$ cat src/rtl/rhs_resize_pipe_if.sv
// Streaming bundle for rhs_resize_pipe: input beat channel and output beat channel.
// slave = the resize pipe, master = the producer/consumer pair around it.
interface rhs_resize_pipe_if #(
  parameter int IN_W  = 6,
  parameter int OUT_W = 3,
  parameter int NCH   = 2
);
  logic                 in_valid;
  logic                 in_ready;
  logic [NCH*IN_W-1:0]  in_data;
  logic                 out_valid;
  logic                 out_ready;
  logic [NCH*OUT_W-1:0] out_data;
  logic [NCH-1:0]       out_ovf;

  modport master (
    output in_valid, in_data, out_ready,
    input  in_ready, out_valid, out_data, out_ovf
  );

  modport slave (
    input  in_valid, in_data, out_ready,
    output in_ready, out_valid, out_data, out_ovf
  );
endinterface

$ cat src/rtl/rhs_resize_pipe.sv
// Two-stage multi-channel resize: stage 1 adds INC at IN_W+1 bits, stage 2 truncates or
// saturates to OUT_W. Optional overflow beat counter under RHS_RESIZE_OVF_CNT_EN.
module rhs_resize_pipe #(
  parameter int IN_W  = 6,
  parameter int OUT_W = 3,
  parameter int NCH   = 2,
  parameter int INC   = 1,
  parameter int SAT   = 0
`ifdef RHS_RESIZE_OVF_CNT_EN
  , parameter int CNT_W = 8
`endif
) (
  input  logic             clk,
  input  logic             rst_n,
  rhs_resize_pipe_if.slave bus,
  input  logic             ovf_clr,
  output logic [NCH-1:0]   ovf_sticky
`ifdef RHS_RESIZE_OVF_CNT_EN
  , output logic [CNT_W-1:0] ovf_cnt
`endif
);

  localparam int SUM_W = IN_W + 1;

  logic             s1_valid_reg;
  logic [SUM_W-1:0] s1_sum_reg  [NCH];
  logic [SUM_W-1:0] s1_sum_next [NCH];
  logic             out_valid_reg;
  logic [OUT_W-1:0] out_data_reg [NCH];
  logic [OUT_W-1:0] cast_next    [NCH];
  logic [NCH-1:0]   out_ovf_reg;
  logic [NCH-1:0]   ovf_next;
  logic [NCH-1:0]   sticky_reg;
  logic [NCH-1:0]   sticky_next;
  logic             s2_load;
  logic             s1_load;
  logic             out_hs;

  assign s2_load       = !out_valid_reg || bus.out_ready;
  assign s1_load       = s2_load || !s1_valid_reg;
  assign out_hs        = out_valid_reg && bus.out_ready;
  assign bus.in_ready  = s1_load;
  assign bus.out_valid = out_valid_reg;
  assign bus.out_ovf   = out_ovf_reg;
  assign ovf_sticky    = sticky_reg;

  generate
    for (genvar gi = 0; gi < NCH; gi++) begin : g_ch
      assign s1_sum_next[gi] = SUM_W'(bus.in_data[gi*IN_W +: IN_W]) + SUM_W'(INC);

      if (OUT_W >= SUM_W) begin : g_wide
        assign cast_next[gi] = OUT_W'(s1_sum_reg[gi]);
        assign ovf_next[gi]  = 1'b0;
      end else begin : g_narrow
        // any set bit above the output range means the sum does not fit
        assign ovf_next[gi]  = |s1_sum_reg[gi][SUM_W-1:OUT_W];
        assign cast_next[gi] = (SAT != 0 && ovf_next[gi]) ? {OUT_W{1'b1}}
                                                          : s1_sum_reg[gi][OUT_W-1:0];
      end

      assign bus.out_data[gi*OUT_W +: OUT_W] = out_data_reg[gi];
      // a set on the handshake beats a simultaneous clear
      assign sticky_next[gi] = (out_hs && out_ovf_reg[gi]) || (sticky_reg[gi] && !ovf_clr);
    end
  endgenerate

  always_ff @(posedge clk or negedge rst_n) begin
    if (!rst_n) begin
      s1_valid_reg <= 1'b0;
      for (int c = 0; c < NCH; c++) s1_sum_reg[c] <= '0;
    end else if (s1_load) begin
      s1_valid_reg <= bus.in_valid;
      if (bus.in_valid) begin
        for (int c = 0; c < NCH; c++) s1_sum_reg[c] <= s1_sum_next[c];
      end
    end
  end

  always_ff @(posedge clk or negedge rst_n) begin
    if (!rst_n) begin
      out_valid_reg <= 1'b0;
      out_ovf_reg   <= '0;
      for (int c = 0; c < NCH; c++) out_data_reg[c] <= '0;
    end else if (s2_load) begin
      out_valid_reg <= s1_valid_reg;
      if (s1_valid_reg) begin
        out_ovf_reg <= ovf_next;
        for (int c = 0; c < NCH; c++) out_data_reg[c] <= cast_next[c];
      end
    end
  end

  always_ff @(posedge clk or negedge rst_n) begin
    if (!rst_n) sticky_reg <= '0;
    else        sticky_reg <= sticky_next;
  end

`ifdef RHS_RESIZE_OVF_CNT_EN
  logic [CNT_W-1:0] cnt_reg;
  logic [CNT_W-1:0] cnt_next;

  always_comb begin
    cnt_next = cnt_reg;
    if (out_hs && (|out_ovf_reg)) begin
      if (ovf_clr)               cnt_next = CNT_W'(1);
      else if (cnt_reg != '1)    cnt_next = cnt_reg + CNT_W'(1);
    end else if (ovf_clr) begin
      cnt_next = '0;
    end
  end

  always_ff @(posedge clk or negedge rst_n) begin
    if (!rst_n) cnt_reg <= '0;
    else        cnt_reg <= cnt_next;
  end

  assign ovf_cnt = cnt_reg;
`endif

endmodule

$ cat src/flat_wrapper.sv
// flat-port wrapper written by rule: the top's interface ports become plain ports
module rhs_resize_pipe_flat 
#(
  parameter int IN_W  = 6,
  parameter int OUT_W = 3,
  parameter int NCH   = 2,
  parameter int INC   = 1,
  parameter int SAT   = 0

)
  (clk, rst_n, ovf_clr, ovf_sticky, bus_in_valid, bus_in_data, bus_out_ready, bus_in_ready, bus_out_valid, bus_out_data, bus_out_ovf);
  rhs_resize_pipe_if #(.IN_W(IN_W), .OUT_W(OUT_W), .NCH(NCH)) bus_i ();
  input  logic clk;
  input  logic rst_n;
  input  logic ovf_clr;
  output logic [NCH-1:0] ovf_sticky;
  input wire logic [$bits(bus_i.in_valid)-1:0] bus_in_valid;
  input wire logic [$bits(bus_i.in_data)-1:0] bus_in_data;
  input wire logic [$bits(bus_i.out_ready)-1:0] bus_out_ready;
  output wire logic [$bits(bus_i.in_ready)-1:0] bus_in_ready;
  output wire logic [$bits(bus_i.out_valid)-1:0] bus_out_valid;
  output wire logic [$bits(bus_i.out_data)-1:0] bus_out_data;
  output wire logic [$bits(bus_i.out_ovf)-1:0] bus_out_ovf;
  assign bus_i.in_valid = bus_in_valid;
  assign bus_i.in_data = bus_in_data;
  assign bus_i.out_ready = bus_out_ready;
  assign bus_in_ready = bus_i.in_ready;
  assign bus_out_valid = bus_i.out_valid;
  assign bus_out_data = bus_i.out_data;
  assign bus_out_ovf = bus_i.out_ovf;
  rhs_resize_pipe #(.IN_W(IN_W), .OUT_W(OUT_W), .NCH(NCH), .INC(INC), .SAT(SAT)) u_core (.clk(clk), .rst_n(rst_n), .bus(bus_i), .ovf_clr(ovf_clr), .ovf_sticky(ovf_sticky));
endmodule
$ cat config.mk
export PLATFORM = sky130hd
export DESIGN_NAME = rhs_resize_pipe_flat
export DESIGN_NICKNAME = d
export VERILOG_FILES = /design/src/rtl/rhs_resize_pipe_if.sv /design/src/rtl/rhs_resize_pipe.sv /design/src/flat_wrapper.sv
export SDC_FILE = /design/constraint.sdc
export NUM_CORES = 1
export LEC_CHECK = 0
export ABC_AREA = 1
export CORE_ASPECT_RATIO = 1.25
export CORE_MARGIN = 2
export CORE_UTILIZATION = 35
export CTS_CLUSTER_DIAMETER = 30
export DETAILED_ROUTE_END_ITERATION = 8
export PLACE_DENSITY = 0.58
export SLEW_MARGIN = 10
export SYNTH_ARGS = -nofsm -noshare
export SYNTH_HDL_FRONTEND = slang
export SYNTH_SLANG_ARGS = --single-unit
$ cat constraint.sdc
create_clock -name clk -period 1.15 [get_ports clk]
set_input_delay 0.23 -clock clk [delete_from_list [all_inputs] [get_ports clk]]
set_output_delay 0.23 -clock clk [all_outputs]
set_load 0.02 [all_outputs]
==> summary.md <==
| Metric | Value |
|---|---|
| R2r setup slk | 0.05 ns |
| Core area | 0.00348 mm^2 |
| GR Overflow Total | 0 |
| Cells after synthesis | 144 |
| Hold Vio Cnt, Final | 0 |
| Max Slew Vio Count | 0 |
| Placed Instances | 230 |
| Max reg flops | 8 |
| CTS Hold Bufs | 0 |
| Post-Route Setup TNS | 0 ns |
| Most common cell after layout, fill and taps aside | nand2_1 |
| Port buffer count | 28 |
| Clock skew | 0.00179 ns |
| Slew at the pin with the worst max-slew slack | 0.209 ns |
| Row Count | 24 |
| Initial antenna violation count | 0 |
| H-tree levels | 1 |
| Design Area, Final | 0.00177 mm^2 |
| Remaining DRCs | 0 |
| Gr usage total | 13.3% |
| Slew headroom | 86.0% |
| Layout area overhead | 40.4% |
| Final worst slack | 0.0270 ns |
| Post-synthesis sequential area ratio | 51.5% |
| PwrDens | 1460 mW/mm^2 |
| Cell Chain, Critical Path | nand3_4 -> buf_6 |
| Final core occ | 50.9% |
| Final non-filler cell total | 234 |
| Max stage delay on crit path | 0.41 ns |
| Fmax | 891 MHz |
| LEAKAGE | 0.918 nW |
| Avg WL per Cell | 10.2 um |
| R2R depth | 6 |
| Yosys cell types | 21 |
| Worst flop-to-flop path endpoint | u_core.cast_next[2] |
| Critical Path Start Type | flop |
| CTS Sinks | 26 |
| DR vias/cell | 4.42 |
| Clock buffer depth | 2 |
| Total CTS buffers | 3 |
| Die area | 0.00411 mm^2 |
| Total routed wirelength | 2390 um |
| Final GP Congestion | 0.698 |
| Detail Route Antenna Nets | 0 |
| Die extent in y | 71.2 um |
| Vias in the first global route | 1011 |
| Clock Tree Root | clkbuf_8 |
| Slowest cell on the critical path | dfrtp_1 |
| Synth warn | 0 |
| Setup bufs post-CTS | 0 |
| Die Span X | 57.7 um |
| Starting Density | 36.2% |
| Total power | 2.59 mW |
| CP max FO | 3 |
| Final nets | 216 |
| Final period util | 97.6% |
| Clk_lat worst skew | 0.26 ns |
| RSZ-0062 raised after global routing | yes |
| Top cell type's share of synthesized area | 51.5% |
| Final min period | 1.12 ns |
| CP Data Required Time | 0.92 ns |
| CTS tree | built |
| Ant diodes | 0 |
| WP data arrival | 0.89 ns |
| Net Count, Synth | 163 |
| Total number of vias | 1034 |
| Worst Hold Class | in2async |
| Clock slew at reported path FFs | 0.08 ns |
| Status | finished, final reports clean |
| Main area contributors after synthesis | dfrtp_1 (52%), nand2_1 (16%), o21ai_2 (4.9%) |
| DP HPWL | 1870 um |
| DP Area | 0.00173 mm^2 |
| Hold_ws | 0.310 ns |
| Cell taking the most area after synthesis | dfrtp_1 |
| Crit Path Class | reg2out |
| Dpl ws | -0.544 ns |
| DRT Pass-1 Iters | 4 |
| # Max-Cap Violations | 0 |
| Largest net degree at the start of global routing | 27 |
| #FFs+latches synth | 26 |
| Setup Viol. Count Final | 0 |
| Layout cell share with drive strength beyond 1 | 30.3% |
| Area of the mapped netlist | 0.00126 mm^2 |
| Most frequent cells in the layout | nand2_1 (54), dfrtp_1 (26), buf_4 (19) |
| Avg Inst Size Synth | 8.77 um^2 |
| Reg2reg start | u_core.s1_valid_reg |
| Kind of end point of the critical path | primary output |
| Starting DRT DRC Count | 35 |
| Max VDD drop | 0.000641 V |
| I/O pin count | 29 |
| First-pass GRT wire length | 4240 um |
[power by group]
part,leakage (nW),switching [mW],internal (mW),total [mW]
Clock,0.0216,0.253,0.234,0.487
Combinational,0.575,0.512,0.395,0.908
Sequential,0.322,0.0983,1.10,1.20
Total,0.918,0.864,1.73,2.59
[cell families (layout without fill, tap and decap cells)]
| family | after synthesis | after routing | synth area share [%] |
|---|---|---|---|
| fa+ha+maj | 2 | 2 | 1.98 |
| xor+xnor | 2 | 2 | 1.39 |
| compound gates | 14 | 14 | 8.23 |
| flops | 26 | 26 | 51.5 |
| buf+inv | 17 | 67 | 7.14 |
| simple gates | 83 | 84 | 29.7 |
[cells in the mapped netlist]
cell,n
o21ai_0,2
nand3_4,1
xnor2_1,2
nand2_4,1
o21bai_1,2
nand4_1,1
dfrtp_1,26
ha_1,2
nand2_1,55
nand2_2,4
o21ai_1,1
buf_6,1
inv_4,1
o21ai_2,7
buf_12,1
nor2_1,7
inv_2,1
nand3_1,12
o22ai_1,2
inv_1,13
nor2_4,2
[what timing repair did]
item | CTS | global route
setup endpoints to repair | 29 | 26
cloned | 0 | 1
endpoints found under the hold margin | 0 | 0
pin swaps | 1 | 1
gates resized for setup | 45 | 20
[layout make-up]
class	count	area, um^2
inverter	15	63.8
sequential	26	651
timing repair buffer	49	402
clock buffer	3	41.3
multi-input combinational	102	567
tap	39	48.8
fill	339	1710
[how the worst max path moves through the flow]
stage,cells past startpoint,to,from
final,2,bus_in_ready,u_core.bus.out_valid
after global routing,2,bus_in_ready,u_core.bus.out_valid
after CTS,2,bus_in_ready,u_core.bus.out_valid
after detailed placement,4,bus_in_ready,bus_out_ready
after global placement,4,bus_in_ready,bus_out_ready
after floorplan,6,u_core.s1_sum_reg[4],u_core.bus.out_valid
[metal layers]
layer	wire, um	vias to the layer above	GRT usage (%)	part of all wire [%]
li1	-	559	-	-
met1	1040	450	16.6	43
met2	1190	23	22.2	50
met3	117	2	1.10	4.9
met4	44	0	7.75	1.8
met5	0	-	0	0
[worst max-delay path, delay by kind of cell, from the launching register on]
kind                   cells  cell delay [ns]
buffers and inverters      1             0.14
flip-flops                 1             0.41
AND/OR/NAND/NOR            1             0.09
No activity file was read; power rests on OpenSTA's default activity.
